`src/rtl/tpu_isa_pkg.sv`:
```
`default_nettype none
// ============================================================================
// Module      : tpu_isa_pkg
// Description : TPU instruction-set definitions shared by the issue stage.
//               Holds the opcode encodings, the bit positions of the
//               instruction fields, the issue FSM state type and the
//               legal-opcode screen.
//               Instruction word layout:
//               {opcode[31:24], regA[23:16], regB[15:12], regC[11:8], imm[7:0]}
// Revision    : 1.0 - initial release
// ============================================================================
package tpu_isa_pkg;

    // Opcode encodings
    localparam logic [7:0] OP_NOP            = 8'h00;
    localparam logic [7:0] OP_WMMA           = 8'h03;
    localparam logic [7:0] OP_INT8_DP        = 8'h04;
    localparam logic [7:0] OP_DMA            = 8'h10;
    localparam logic [7:0] OP_SG             = 8'h11;
    localparam logic [7:0] OP_CONV2D         = 8'h20;
    localparam logic [7:0] OP_ATTN           = 8'h21;
    localparam logic [7:0] OP_FUSED_MMA_RELU = 8'h30;

    // Instruction field bit positions
    localparam int OP_MSB  = 31;
    localparam int OP_LSB  = 24;
    localparam int RA_MSB  = 23;
    localparam int RA_LSB  = 16;
    localparam int RB_MSB  = 15;
    localparam int RB_LSB  = 12;
    localparam int RC_MSB  = 11;
    localparam int RC_LSB  = 8;
    localparam int IMM_MSB = 7;
    localparam int IMM_LSB = 0;

    // Issue FSM states
    typedef enum logic [0:0] {
        ST_IDLE = 1'b0,
        ST_HOLD = 1'b1
    } issue_state_t;

    // Only the seven defined compute/memory opcodes may reach the TPU;
    // OP_NOP is deliberately rejected because the TPU treats 0 as a bubble.
    function automatic logic is_legal(input logic [7:0] op);
        logic legal;
        legal = 1'b0;
        case (op)
            OP_WMMA, OP_INT8_DP, OP_DMA, OP_SG,
            OP_CONV2D, OP_ATTN, OP_FUSED_MMA_RELU: legal = 1'b1;
            default:                               legal = 1'b0;
        endcase
        return legal;
    endfunction

endpackage
`default_nettype wire

```
`src/rtl/tpu_instr_fifo.sv`:
```
`default_nettype none
// ============================================================================
// Module      : tpu_instr_fifo
// Description : DEPTH x WIDTH synchronous FIFO with occupancy level,
//               full/empty flags and a synchronous clear. The head entry is
//               presented combinationally on rdata (first-word fall-through).
// Ports       : clk, rst (async, active-high)
//               clear  - synchronous empty, overrides push and pop
//               push   - write wdata (ignored when full)
//               pop    - discard head (ignored when empty)
//               rdata  - current head entry
//               level  - occupancy, 0..DEPTH
//               full, empty
// Revision    : 1.0 - initial release
// ============================================================================
module tpu_instr_fifo #(
    parameter int DEPTH = 8,
    parameter int WIDTH = 32
) (
    input  logic                     clk,
    input  logic                     rst,
    input  logic                     clear,
    input  logic                     push,
    input  logic                     pop,
    input  logic [WIDTH-1:0]         wdata,
    output logic [WIDTH-1:0]         rdata,
    output logic [$clog2(DEPTH):0]   level,
    output logic                     full,
    output logic                     empty
);

    localparam int PTR_W = $clog2(DEPTH);
    localparam int LVL_W = PTR_W + 1;

    logic [WIDTH-1:0] mem [DEPTH];
    logic [PTR_W-1:0] wr_ptr;
    logic [PTR_W-1:0] rd_ptr;
    logic             push_ok;
    logic             pop_ok;

    // A full FIFO refuses a push even when a pop happens in the same cycle,
    // so the ready flag never depends on same-cycle consumption.
    assign full    = (level == LVL_W'(DEPTH));
    assign empty   = (level == '0);
    assign push_ok = push && !full && !clear;
    assign pop_ok  = pop && !empty && !clear;
    assign rdata   = mem[rd_ptr];

    // Storage carries no reset: entries are only read once written.
    always_ff @(posedge clk) begin
        if (push_ok) begin
            mem[wr_ptr] <= wdata;
        end
    end

    // DEPTH is a power of two, so pointers wrap naturally.
    always_ff @(posedge clk or posedge rst) begin
        if (rst) begin
            wr_ptr <= '0;
            rd_ptr <= '0;
            level  <= '0;
        end else if (clear) begin
            wr_ptr <= '0;
            rd_ptr <= '0;
            level  <= '0;
        end else begin
            if (push_ok) begin
                wr_ptr <= wr_ptr + PTR_W'(1);
            end
            if (pop_ok) begin
                rd_ptr <= rd_ptr + PTR_W'(1);
            end
            case ({push_ok, pop_ok})
                2'b10:   level <= level + LVL_W'(1);
                2'b01:   level <= level - LVL_W'(1);
                default: level <= level;
            endcase
        end
    end

endmodule
`default_nettype wire

```
`src/rtl/tpu_instr_issue.sv`:
```
`default_nettype none
// ============================================================================
// Module      : tpu_instr_issue
// Description : Upstream issue stage of the TPU. Buffers host instructions,
//               screens opcodes and drives the TPU instruction input. A legal
//               instruction is held for an opcode-dependent number of cycles,
//               then followed by a single NOP bubble. Illegal opcodes are
//               dropped and counted (saturating).
// Ports       : clk, rst (async, active-high), flush (sync)
//               host_valid/host_instr/host_ready - host push handshake
//               instr_out/instr_valid            - TPU instruction input
//               illegal_pulse/illegal_count      - dropped-opcode reporting
//               fifo_level                       - buffer occupancy
//               idle                             - FIFO empty and FSM idle
// Revision    : 1.0 - initial release
// ============================================================================
module tpu_instr_issue
    import tpu_isa_pkg::*;
#(
    parameter int DEPTH     = 8,
    parameter int HOLD_MMA  = 2,
    parameter int HOLD_LONG = 4,
    parameter int HOLD_MEM  = 3
) (
    input  logic                   clk,
    input  logic                   rst,
    input  logic                   flush,
    input  logic                   host_valid,
    input  logic [31:0]            host_instr,
    output logic                   host_ready,
    output logic [31:0]            instr_out,
    output logic                   instr_valid,
    output logic                   illegal_pulse,
    output logic [7:0]             illegal_count,
    output logic [$clog2(DEPTH):0] fifo_level,
    output logic                   idle
);

    localparam int HOLD_FUSED = HOLD_MMA + 1;
    localparam int MAX_HOLD_A = (HOLD_FUSED > HOLD_LONG) ? HOLD_FUSED : HOLD_LONG;
    localparam int MAX_HOLD   = (MAX_HOLD_A > HOLD_MEM) ? MAX_HOLD_A : HOLD_MEM;
    // The counter only ever holds hold-1, so $clog2(MAX_HOLD) bits suffice.
    localparam int CNT_W      = (MAX_HOLD > 1) ? $clog2(MAX_HOLD) : 1;

    issue_state_t     state;
    logic [CNT_W-1:0] hold_cnt;
    logic [31:0]      fifo_rdata;
    logic             fifo_full;
    logic             fifo_empty;
    logic             fifo_push;
    logic             fifo_pop;
    logic [7:0]       head_op;

    // Initial counter value (hold length minus one) for a legal opcode.
    function automatic logic [CNT_W-1:0] hold_init(input logic [7:0] op);
        logic [CNT_W-1:0] val;
        val = '0;
        case (op)
            OP_WMMA, OP_INT8_DP: val = CNT_W'(HOLD_MMA - 1);
            OP_FUSED_MMA_RELU:   val = CNT_W'(HOLD_FUSED - 1);
            OP_CONV2D, OP_ATTN:  val = CNT_W'(HOLD_LONG - 1);
            OP_DMA, OP_SG:       val = CNT_W'(HOLD_MEM - 1);
            default:             val = '0;
        endcase
        return val;
    endfunction

    assign head_op    = fifo_rdata[OP_MSB:OP_LSB];
    assign host_ready = !fifo_full;
    // A push coinciding with flush is discarded rather than surviving the clear.
    assign fifo_push  = host_valid && !fifo_full && !flush;
    // The head is consumed in every non-flushed IDLE cycle, legal or not.
    assign fifo_pop   = (state == ST_IDLE) && !fifo_empty && !flush;
    assign idle       = fifo_empty && (state == ST_IDLE);

    tpu_instr_fifo #(
        .DEPTH (DEPTH),
        .WIDTH (32)
    ) u_fifo (
        .clk   (clk),
        .rst   (rst),
        .clear (flush),
        .push  (fifo_push),
        .pop   (fifo_pop),
        .wdata (host_instr),
        .rdata (fifo_rdata),
        .level (fifo_level),
        .full  (fifo_full),
        .empty (fifo_empty)
    );

    always_ff @(posedge clk or posedge rst) begin
        if (rst) begin
            state         <= ST_IDLE;
            hold_cnt      <= '0;
            instr_out     <= '0;
            instr_valid   <= 1'b0;
            illegal_pulse <= 1'b0;
            illegal_count <= '0;
        end else if (flush) begin
            // Abort any hold; the illegal count is deliberately preserved.
            state         <= ST_IDLE;
            hold_cnt      <= '0;
            instr_out     <= '0;
            instr_valid   <= 1'b0;
            illegal_pulse <= 1'b0;
        end else begin
            illegal_pulse <= 1'b0;
            case (state)
                ST_IDLE: begin
                    if (!fifo_empty) begin
                        if (is_legal(head_op)) begin
                            instr_out   <= fifo_rdata;
                            instr_valid <= 1'b1;
                            hold_cnt    <= hold_init(head_op);
                            state       <= ST_HOLD;
                        end else begin
                            illegal_pulse <= 1'b1;
                            if (illegal_count != 8'hFF) begin
                                illegal_count <= illegal_count + 8'd1;
                            end
                        end
                    end
                end
                ST_HOLD: begin
                    if (hold_cnt != '0) begin
                        hold_cnt <= hold_cnt - CNT_W'(1);
                    end else begin
                        // Leaving HOLD produces the one-cycle NOP bubble.
                        instr_out   <= '0;
                        instr_valid <= 1'b0;
                        state       <= ST_IDLE;
                    end
                end
                default: state <= ST_IDLE;
            endcase
        end
    end

endmodule
`default_nettype wire
```
`config.mk`:
```
export PLATFORM = sky130hd
export DESIGN_NAME = tpu_instr_issue
export DESIGN_NICKNAME = d
export VERILOG_FILES = /design/src/rtl/tpu_isa_pkg.sv /design/src/rtl/tpu_instr_fifo.sv /design/src/rtl/tpu_instr_issue.sv
export SDC_FILE = /design/constraint.sdc
export NUM_CORES = 1
export LEC_CHECK = 0
export ABC_CLOCK_PERIOD_IN_PS = 9100
export BUFFER_PORTS_ARGS = -buffer_cell sky130_fd_sc_hd__buf_2
export CORE_MARGIN = 1
export CORE_UTILIZATION = 55
export CTS_BUF_LIST = sky130_fd_sc_hd__clkbuf_2 sky130_fd_sc_hd__clkbuf_4 sky130_fd_sc_hd__clkbuf_8
export CTS_CLUSTER_SIZE = 14
export DETAILED_ROUTE_END_ITERATION = 8
export PLACE_DENSITY_LB_ADDON = 0.15
export REMOVE_ABC_BUFFERS = 1
export SYNTH_ARGS = -nofsm -noshare
export SYNTH_HDL_FRONTEND = slang
export SYNTH_SLANG_ARGS = --single-unit
```
`constraint.sdc`:
```
create_clock -name clk -period 9.1 [get_ports clk]
set_input_delay 0.91 -clock clk [delete_from_list [all_inputs] [get_ports clk]]
set_output_delay 0.91 -clock clk [all_outputs]
set_load 0.01 [all_outputs]
```
==> qor.csv, run 1 <==
stage;metric;value;unit
sta;hold-worst-slack;328;ps
routing;dr.max_layer_used;met5;
cts;cts_buffers;49;
sta;setup_viol_count_final;0;
sta;slew_headroom;0.413;
layout;area_delta_synth_final;15.1;%
pwr;p_sw_frac;0.268;
die;rows;53;
setup_path;worstPathRequired;9570;ps
setup_path;critical_path.slowest_cell;buf_4;
die;die_area;22600;µm²
synthesis;syn_area;12100;µm²
setup_path;crit_chain;buf_4 -> mux4_2 -> mux2i_1 -> nand4b_1 -> o22ai_1 -> o21a_4 -> nand2_1 -> buf_4 -> o2bb2ai_1;
setup_path;end_kind;flip-flop;
pwr;pwr_density_cell;259;nW/µm²
global_route;grt_start_max_net_pins;44;
sta;finalCriticalPeriod;4410;ps
placement;portBuffers;83;
routing;drtIter0Drc;445;
pwr;combinationalPowerShare;0.195;
global_route;grt_pass1_wl;36.0;mm
routing;dr_wl_met2;11.5;mm
outcome;status;complete, no violations;
setup_path;max_stage_delay;760;ps
cts;cts.clk_slew.worst_paths;60;ps
cts;ctsHoldBuffers;0;
synthesis;synth_edf_count;256;
synthesis;synth_seq_cells;311;
routing;first_pass_iters;5;
die;io-pin-count;84;
die;die_x;150;µm
synthesis;synth_area_per_cell;20.3;µm²
layout;nNetsFinal;759;
setup_path;crit_family;buffers and inverters;
routing;ant_nets;0;
synthesis;synth.area.top_cells;edfxtp_1, dfrtp_1, mux4_2;
layout;final_layout_size_suffix_gt1_frac;0.366;
cts;cts_sinks;311;
setup_path;worstPathArrival;4880;ps
sta;drv_slew;0;
pwr;p_int;2.64;mW
cts;clockBufferDepth;3;
setup_path;path_class;flip-flop to flip-flop;
sta;worst_pin_slew;878;ps
setup_path;cp-start-kind;flip-flop;
global_route;grt_pass1_vias;6337;
cts;clk_latency;570;ps
cts;cts_tree;done;
routing;remaining_drc_errors;0;
global_route;grt_usage;0.220;
sta;period_share;0.484;
global_route;gr-total-overflow;0;
setup_path;cpMostUsedCell;buf_4;
cts;post_cts_buffers;0;
sta;fmax;227;MHz
die;fp.dieH;150;µm
synthesis;yosysUniqueCellTypes;44;
run;cap_violations;0;
routing;dr_wl_met3;1.61;mm
routing;viasPerCell;5.77;
sta;final-hold-violation-count;0;
pwr;clkPwrFrac;0.332;
routing;drt-met1-wl;9.91;mm
die;coreArea;21300;µm²
sta;fin_skew;27.4;ps
synthesis;syn_inst;594;
cts;ctsResizeCount;0;
routing;wl_per_cell;22.5;µm
placement;dp_hpwl;12.7;mm
synthesis;async_flop_share;0.177;
cts;cts_root_buf;clkbuf_8;
pwr;seqPwrFrac;0.473;
setup_path;critPathMaxFanout;43;
synthesis;ys.flop_type;edfxtp_1;
global_route;antenna_found_initial;3;
pwr;vdd_ir_drop_max;0.000122;V
synthesis;synth_top_area_cell;edfxtp_1;
setup_path;worst-path-buf-inv;2;
pwr;p_leak;4.86;nW
synthesis;yosys_warnings;0;
sta;tns;0;ps
pwr;power.switching;966;µW
placement;gp_congestion;0.809;
synthesis;seq_area_frac_synth;0.750;
routing;wl;23.3;mm
hold_path;hold_path_class;input port to asynchronous set/reset pin;
routing;vias;5962;
cts;h-tree-depth;2;
sta;grt_setup_unrepaired;false;
die;start_util;0.567;
synthesis;yosysTopAreaCellShare;0.636;
through the flow:
stage | utilization | setup slack, ps | cell area [µm²] | std cells | power [mW]
after floorplan | - | 3910 | 11900 | 567 | 2.26
after global routing | 0.653 | 4280 | 13900 | 1032 | 3.78
after global placement | 0.604 | 4770 | 12900 | 940 | 2.43
after detailed placement | 0.604 | 4630 | 12900 | 940 | 2.45
after CTS | 0.653 | 4610 | 13900 | 1032 | 3.65
final | 0.653 | 4690 | 13900 | 1034 | 3.61
worst reg2reg max path, stage by stage, from the launching register on:
cell and delay, ps:
dfrtp_4 700, buf_4 770, mux4_2 650, mux2i_1 360
nand4b_1 150, o22ai_1 290, o21a_4 220, nand2_1 530
buf_4 460, o2bb2ai_1 190
area by class of cell:
| class | instances | area [µm²] |
|---|---|---|
| Fill cell | 1440 | 7380 |
| Inverter | 4 | 15.0 |
| Clock inverter | 16 | 110 |
| Multi-Input combinational cell | 252 | 2910 |
| Timing Repair Buffer | 98 | 528 |
| Sequential cell | 311 | 9070 |
| Clock buffer | 76 | 927 |
| Antenna cell | 2 | 5.00 |
| Tap cell | 275 | 344 |
power groups by stage:
stage          clock (mW)  combinational [mW]  sequential [mW]
6_report             1.20               0.704             1.71
4_1_cts              1.23               0.715             1.71
2_1_floorplan           0               0.486             1.78
5_1_grt              1.29               0.770             1.72
3_5_place_dp            0               0.713             1.74
3_3_place_gp            0               0.696             1.73
state kept, by name, indices dropped and copies added (netlist names), 2 cells and up:
| name | flops |
|---|---|
| u_fifo.wr_ptr | 3 |
| u_fifo.level | 4 |
| instr_out | 32 |
| u_fifo.mem | 256 |
| u_fifo.rd_ptr | 3 |
| illegal_count | 8 |
| hold_cnt | 2 |
synth_stat cells, types with 5 or more instances:
cell         n
buf_6        5
edfxtp_1   256
dfrtp_1     55
clkbuf_1     7
o2bb2ai_2   10
nor4_1       5
nor3_1       8
buf_1        9
nor2_1      27
mux2_2       5
ha_1         6
xnor2_1     10
nand2_1     20
a21oi_1      9
o2bb2ai_1   19
mux4_2      61
mux2i_1     29
and2_1       6
buf_2        5
worst paths after layout:
path	start	slack (ps)	cells after the start	end
worst max register to register	u_fifo.rd_ptr[0]	4690	9	instr_out[25]
worst min register to register	instr_out[30]	480	1	instr_out[30]
min in group clk	instr_out[30]	480	1	instr_out[30]
worst max-delay path	u_fifo.rd_ptr[0]	4690	9	instr_out[25]
max in group asynchronous	rst	7810	3	u_fifo.rd_ptr[0]
worst min-delay path	rst	330	2	instr_out[22]
logic make-up (layout without fill, tap and decap cells):
kind of cell | count (synthesis) | count (layout) | share of synthesized area
AOI/OAI and AO/OA | 53 | 53 | 0.0417
xor gates and xnor gates | 14 | 14 | 0.0102
adders and majority gates | 7 | 7 | 0.00787
buffers and inverters | 31 | 194 | 0.0136
DFF | 311 | 311 | 0.750
muxes | 96 | 96 | 0.144
other | 0 | 2 | 0
and+or+nand+nor | 82 | 82 | 0.0320
placed cells by master (no fill, tap or decap), types with 4 or more instances in the layout:
cell	netlist	final
edfxtp_1	256	256
buf_2	5	83
mux4_2	61	61
clkbuf_8	0	57
dfrtp_1	55	52
mux2i_1	29	29
nor2_1	27	21
nand2_1	20	20
o2bb2ai_1	19	19
clkbuf_4	0	19
buf_4	1	15
o2bb2ai_2	10	10
xnor2_1	10	10
a21oi_1	9	9
nor3_1	8	8
and2_1	6	6
nor2_4	0	6
ha_1	6	6
clkinv_1	0	6
mux2_2	5	5
clkinv_2	0	5
xor2_1	4	4
nand4_1	4	4
routing by layer:
| layer | vias up | GRT usage |
|---|---|---|
| met4 | 2 | 0.0586 |
| met3 | 24 | 0.0539 |
| li1 | 2672 | - |
| met5 | - | 0 |
| met2 | 172 | 0.356 |
| met1 | 3092 | 0.301 |
Power figures use the tool's default switching activity.
==> inputs of run 2 (changes only) <==
ABC_CLOCK_PERIOD_IN_PS = 4600   (was 9100)
clock period = 4.6 ns   (was 9.1 ns; I/O delays follow)
==> qor.csv, run 2 (synthesized netlist as in run 1, its figures left out) <==
stage;metric;value;unit;change
outcome;status;complete, no violations;;
layout;reg_top3;u_fifo.mem x256, instr_out x32, illegal_count x8;;
run;cap_violations;0;;unchanged
setup_path;critPathMaxFanout;26;;-40%
cts;clk_latency;570;ps;about the same
routing;ant_nets;0;;unchanged
global_route;grt_start_max_net_pins;56;;+27%
routing;viasPerCell;5.81;;+0.75%
routing;remaining_drc_errors;0;;unchanged
hold_path;hold_path_class;input port to asynchronous set/reset pin;;
setup_path;critical_path.slowest_cell;dfrtp_2;;
routing;first_pass_iters;4;;-1
setup_path;path_class;flip-flop to flip-flop;;
routing;drtIter0Drc;417;;-6.3%
cts;h-tree-depth;2;;unchanged
global_route;grt_pass1_wl;36.1;mm;+0.29%
die;coreArea;21300;µm²;unchanged
cts;cts_sinks;311;;unchanged
setup_path;end_kind;flip-flop;;
sta;slew_headroom;0.321;;-0.0926
placement;portBuffers;83;;unchanged
sta;finalCriticalPeriod;3320;ps;-1090 ps
routing;vias;6001;;+0.65%
die;rows;53;;unchanged
sta;setup_viol_count_final;0;;unchanged
placement;gp_congestion;0.767;;-5.2%
sta;drv_slew;0;;unchanged
die;die_x;150;µm;unchanged
cts;ctsResizeCount;0;;unchanged
cts;cts_root_buf;clkbuf_8;;
layout;area_delta_synth_final;15.2;%;about the same
cts;cts_tree;done;;
layout;nNetsFinal;761;;+0.26%
die;io-pin-count;84;;unchanged
layout;final_cell_mix;edfxtp_1, buf_2, mux4_2;;
sta;worst_pin_slew;1020;ps;+139 ps
setup_path;max_stage_delay;880;ps;+120 ps
die;die_area;22600;µm²;unchanged
layout;largest_reg_flops;256;;unchanged
sta;period_share;0.721;;+0.237
placement;dpl_cell_area;12900;µm²;+0.12%
setup_path;crit_chain;mux4_2 -> mux2i_1 -> nand4b_1 -> o22ai_1 -> o21a_4 -> a221oi_4 -> buf_4 -> a22o_1;;
sta;grt_setup_unrepaired;false;;
setup_path;worstPathArrival;3760;ps;-1120 ps
layout;final_common_cell;edfxtp_1;;
cts;clockBufferDepth;3;;unchanged
sta;fin_skew;18.8;ps;-8.62 ps
placement;dp_hpwl;13.2;mm;+4.4%
routing;wl;23.4;mm;+0.33%
sta;final-hold-violation-count;0;;unchanged
global_route;grt_usage;0.220;;+0.000666
sta;fmax;301;MHz;+33%
layout;final_area;13900;µm²;about the same
die;start_util;0.567;;unchanged
cts;ctsHoldBuffers;0;;unchanged
pwr;pwr_density_cell;515;nW/µm²;+99%
routing;wl_per_cell;22.6;µm;+0.42%
global_route;antenna_found_initial;3;;unchanged
sta;tns;0;ps;unchanged
cts;cts.clk_slew.worst_paths;60;ps;about the same
layout;regMostFlops;u_fifo.mem;;
cts;post_cts_buffers;0;;unchanged
pwr;p_leak;4.87;nW;+0.19%
global_route;gr-total-overflow;0;;unchanged
setup_path;worstPathRequired;5040;ps;-4530 ps
cts;cts_buffers;49;;unchanged
pwr;vdd_ir_drop_max;0.000253;V;+110%
global_route;grt_pass1_vias;6321;;-0.25%
setup_path;crit_family;multiplexers;;
layout;final_layout_size_suffix_gt1_frac;0.366;;about the same
setup_path;cp-start-kind;flip-flop;;
die;fp.dieH;150;µm;unchanged
setup_path;worst-path-buf-inv;1;;-1
## run 2: cell types whose count changed in the layout (fill, tap and decap cells not counted), sizes merged
| cell | previous run | this run |
|---|---|---|
| clkinv | 11 | 7 |
| bufinv | 1 | 2 |
| clkbuf | 76 | 77 |
| diode | 2 | 3 |
| buf | 98 | 100 |
| clkinvlp | 2 | 0 |
## run 2: final timing paths
path / startpoint / to / slack (ps) / cells after the start
worst min register to register: illegal_count[6] / illegal_count[6] / 480 / 1
worst max register to register: u_fifo.rd_ptr[1] / instr_valid / 1280 / 8
worst min-delay path: rst / instr_out[0] / 130 / 3
min in group clk: host_instr[17] / u_fifo.mem[3][17] / 150 / 1
worst max-delay path: u_fifo.rd_ptr[1] / instr_valid / 1280 / 8
max in group asynchronous: rst / u_fifo.rd_ptr[0] / 3890 / 3
## run 2: layer usage
layer | up-vias | routed length [µm] | global-route usage
li1 | 2677 | - | -
met1 | 3109 | 10000 | 0.298
met2 | 183 | 11600 | 0.362
met3 | 30 | 1430 | 0.0479
met4 | 2 | 272 | 0.0646
met5 | - | 8 | 0
## run 2: layout make-up
| cell class | instances | area, µm² |
|---|---|---|
| clock inverters | 11 | 111 |
| repair buffers | 100 | 543 |
| clock buffers | 77 | 916 |
| inverters | 4 | 15.0 |
| fillers | 1488 | 7370 |
| flip-flops and latches | 311 | 9070 |
| multi-input cells | 252 | 2910 |
| well taps | 275 | 344 |
| diodes | 3 | 7.51 |
## run 2: worst register-to-register path, cell delays in order, from the launching register on
cell,delay [ps]
dfrtp_2,880
mux4_2,610
mux2i_1,420
nand4b_1,180
o22ai_1,310
o21a_4,210
a221oi_4,70
buf_4,260
a22o_1,250
## run 2: stage by stage
step	setup WS, ps	power [mW]	util	hold WS, ps	cells
2_1_floorplan	-590	4.47	-	481	567
3_3_place_gp	1330	4.80	0.605	473	942
3_5_place_dp	1300	4.84	0.605	472	942
4_1_cts	1260	7.25	0.653	118	1030
5_1_grt	1080	7.50	0.654	141	1031
6_report	1280	7.17	0.654	126	1033
## run 2: power breakdown
group | total, mW | internal [mW] | switching (mW) | leakage, nW
sequential | 3.41 | 3.19 | 0.221 | 3.06
combinational | 1.36 | 0.690 | 0.665 | 1.26
clock | 2.40 | 1.38 | 1.02 | 0.550
total | 7.17 | 5.26 | 1.91 | 4.87
==> inputs of run 3 (changes only) <==
ABC_AREA = 1   (was unset)
ABC_CLOCK_PERIOD_IN_PS = 3300   (was 4600)
clock period = 3.3 ns   (was 4.6 ns; I/O delays follow)
==> qor.csv, run 3 <==
stage;metric;value;unit;change
pwr;seqPwrFrac;0.432;;-0.044
setup_path;rr_endpoint;instr_out[7];;
placement;pre_cts_slack;657;ps;-645 ps
sta;fmax;377;MHz;+25%
layout;final_cell_mix;edfxtp_1, nand2_1, nor2_1;;
placement;dp_hpwl;15.6;mm;+18%
sta;grt_setup_unrepaired;false;;
layout;area_delta_synth_final;14.7;%;
layout;final_util;0.646;;-0.00787
synthesis;syn_inst;1122;;+89%
cts;h-tree-depth;2;;unchanged
synthesis;syn_area;12800;µm²;+6.2%
layout;final_common_cell;edfxtp_1;;
synthesis;synth_top_area_cell;edfxtp_1;;
setup_path;crit_family;simple AND/OR/NAND/NOR gates;;
sta;worst_slack;646;ps;-636 ps
sta;final-hold-violation-count;0;;unchanged
pwr;power.total;10.6;mW;+48%
pwr;p_sw_frac;0.333;;+0.0669
placement;gp_congestion;0.805;;+4.9%
sta;fin_skew;15.8;ps;-2.98 ps
cts;cts.clk_slew.worst_paths;60;ps;about the same
cts;cts_tree;done;;
die;coreArea;22800;µm²;+7.0%
hold_path;whs_path_depth;1;;
synthesis;synth.area.top_cells;edfxtp_1, dfrtp_1, nand2_1;;
global_route;met3_usage;0.0417;;-0.00613
hold_path;min_from;host_instr[5];;
pwr;combinationalPowerShare;0.261;;+0.072
cts;cts_root_buf;clkbuf_8;;
layout;largest_reg_flops;256;;unchanged
setup_path;worst-path-buf-inv;1;;unchanged
global_route;grt_usage;0.244;;+0.0241
hold_path;hold_path_class;input port to flip-flop;;
layout;final_layout_size_suffix_gt1_frac;0.168;;-0.198
synthesis;synth_most_common_cell;edfxtp_1;;
die;start_util;0.563;;-0.00414
setup_path;path_class;flip-flop to flip-flop;;
cts;cts_sinks;311;;unchanged
synthesis;synth_common_cells;edfxtp_1, nand2_1, nor2_1;;
setup_path;reg2reg_from;u_fifo.rd_ptr[0];;
setup_path;ff2ff_setup_slack;650;ps;-640 ps
run;cap_violations;0;;unchanged
global_route;gr-total-overflow;0;;unchanged
routing;first_pass_iters;5;;+1
global_route;globalRoute.busiestLayer;met2;;
setup_path;critical_path.slowest_cell;buf_4;;
setup_path;worstPathRequired;3760;ps;-1280 ps
pwr;power.switching;3.54;mW;+86%
sta;drv_slew;0;;unchanged
die;fp.dieH;155;µm;+3.0%
synthesis;yosysTopAreaCellShare;0.599;;-0.0373
setup_path;max_stage_delay;420;ps;-460 ps
sta;finalCriticalPeriod;2650;ps;-664 ps
sta;period_share;0.804;;+0.0830
hold_path;hold_end;u_fifo.mem[3][5];;
layout;regMostFlops;u_fifo.mem;;
sta;setup_viol_count_final;0;;unchanged
sta;hold-worst-slack;28.0;ps;-97.6 ps
setup_path;cp-start-kind;flip-flop;;
sta;tns;0;ps;unchanged
routing;viasPerCell;5.45;;-6.1%
cts;clk_latency;580;ps;about the same
setup_path;worstPathArrival;3110;ps;-650 ps
pwr;clkPwrFrac;0.307;;-0.028
global_route;grt_pass1_wl;44.8;mm;+24%
synthesis;synth_seq_cells;311;;unchanged
routing;wl;28.3;mm;+21%
die;die_x;155;µm;+3.0%
synthesis;synth_edf_count;256;;unchanged
layout;reg_top3;u_fifo.mem x256, instr_out x32, illegal_count x8;;
routing;wl_per_cell;17.9;µm;-21%
setup_path;cpMostUsedCell;nand2_1;;
routing;ant_nets;0;;unchanged
setup_path;end_kind;flip-flop;;
sta;slew_headroom;0.381;;+0.0606
cts;clockBufferDepth;3;;unchanged
setup_path;critPathMaxFanout;47;;+81%
pwr;p_leak;6.04;nW;+24%
global_route;antenna_found_initial;0;;-3
global_route;use_met1;0.344;;+0.0455
die;rows;55;;+3.8%
layout;nNetsFinal;1273;;+67%
pwr;vdd_ir_drop_max;0.000396;V;+56%
placement;portBuffers;83;;unchanged
synthesis;ys.flop_type;edfxtp_1;;
setup_path;crit_chain;buf_4 -> nand2_1 -> nand3_1 -> nand2_1 -> nand2_1 -> nand2_1 -> nor3_1 -> nand2_2 -> nand3_2 -> nand3_4 -> nand2_1 -> nand2_1;;
synthesis;yosys_warnings;0;;unchanged
pwr;p_int;7.09;mW;+35%
die;io-pin-count;84;;unchanged
routing;vias;8640;;+44%
sta;worst_pin_slew;928;ps;-88.4 ps
global_route;grt_pass1_vias;8203;;+30%
outcome;status;complete, no violations;;
setup_path;reg2reg_depth;12;;+4
routing;remaining_drc_errors;0;;unchanged
pwr;pwr_density_cell;723;nW/µm²;+40%
synthesis;synth_area_per_cell;11.4;µm²;-44%
synthesis;yosysUniqueCellTypes;33;;-25%
synthesis;async_flop_share;0.177;;unchanged
global_route;met2_usage;0.395;;+0.0325
routing;drtIter0Drc;703;;+69%
die;die_area;23900;µm²;+6.1%
cts;cts_buffers;49;;unchanged
layout;n_antenna_cell;0;;-3
global_route;grt_start_max_net_pins;86;;+54%
synthesis;seq_area_frac_synth;0.706;;-0.0440
run 3: power groups by stage:
stage	sequential [mW]	clock [mW]	combinational (mW)
finish	4.60	3.26	2.78
global route	4.62	3.49	3.10
CTS	4.60	3.32	2.78
detailed placement	4.67	0	2.76
global placement	4.67	0	2.72
floorplan	4.87	0	1.64
run 3: logic make-up (layout without fill, tap and decap cells):
| kind of cell | after synthesis | in the layout | share of synthesized area |
|---|---|---|---|
| AO/OA/AOI/OAI | 161 | 161 | 0.0719 |
| flip-flops | 311 | 311 | 0.706 |
| XOR/XNOR | 10 | 10 | 0.00683 |
| AND/OR/NAND/NOR | 494 | 494 | 0.161 |
| buffers and inverters | 139 | 288 | 0.0466 |
| adder cells (fa/ha/maj) | 7 | 7 | 0.00741 |
run 3: what timing repair did:
item,4_1_cts,5_1_grt
hold buffers,10,0
hold endpoints to repair,82,0
buffers inserted,0,0
resized for setup,0,0
run 3: metal layers:
layer / share of wire / wire length (µm)
met1: 0.45 / 12700
met2: 0.47 / 13300
met3: 0.064 / 1800
met4: 0.017 / 471
met5: 0 / 0
run 3: worst max-delay path by stage:
stage / startpoint / slack (ps) / depth (start not counted) / to
after floorplan: u_fifo.rd_ptr[0] / -1760 / 15 / illegal_count[3]
after global placement: u_fifo.rd_ptr[0] / 700 / 8 / instr_out[17]
after detailed placement: u_fifo.rd_ptr[0] / 660 / 12 / instr_out[22]
after CTS: u_fifo.rd_ptr[0] / 650 / 15 / illegal_count[3]
after global routing: u_fifo.rd_ptr[0] / 270 / 15 / instr_out[19]
final: u_fifo.rd_ptr[0] / 650 / 12 / instr_out[7]
run 3: metrics by stage:
step	std cells	cell area, µm²
after floorplan	1059	12500
after global placement	1482	13600
after detailed placement	1482	13600
after CTS	1584	14700
after global routing	1584	14700
final	1584	14700
run 3: layout make-up:
class,count,area (µm²)
sequential,311,9070
fill,1748,8070
multi-input combinational,672,3230
clock buffer,74,918
timing repair buffer,120,731
tap,313,392
inverter,76,287
clock inverter,18,86.3
run 3: worst reg2reg max path, delay by kind of cell (launching register included):
| family | cells | cell delay [ps] |
|---|---|---|
| buffers and inverters | 1 | 420 |
| DFF | 1 | 410 |
| and+or+nand+nor | 11 | 1690 |
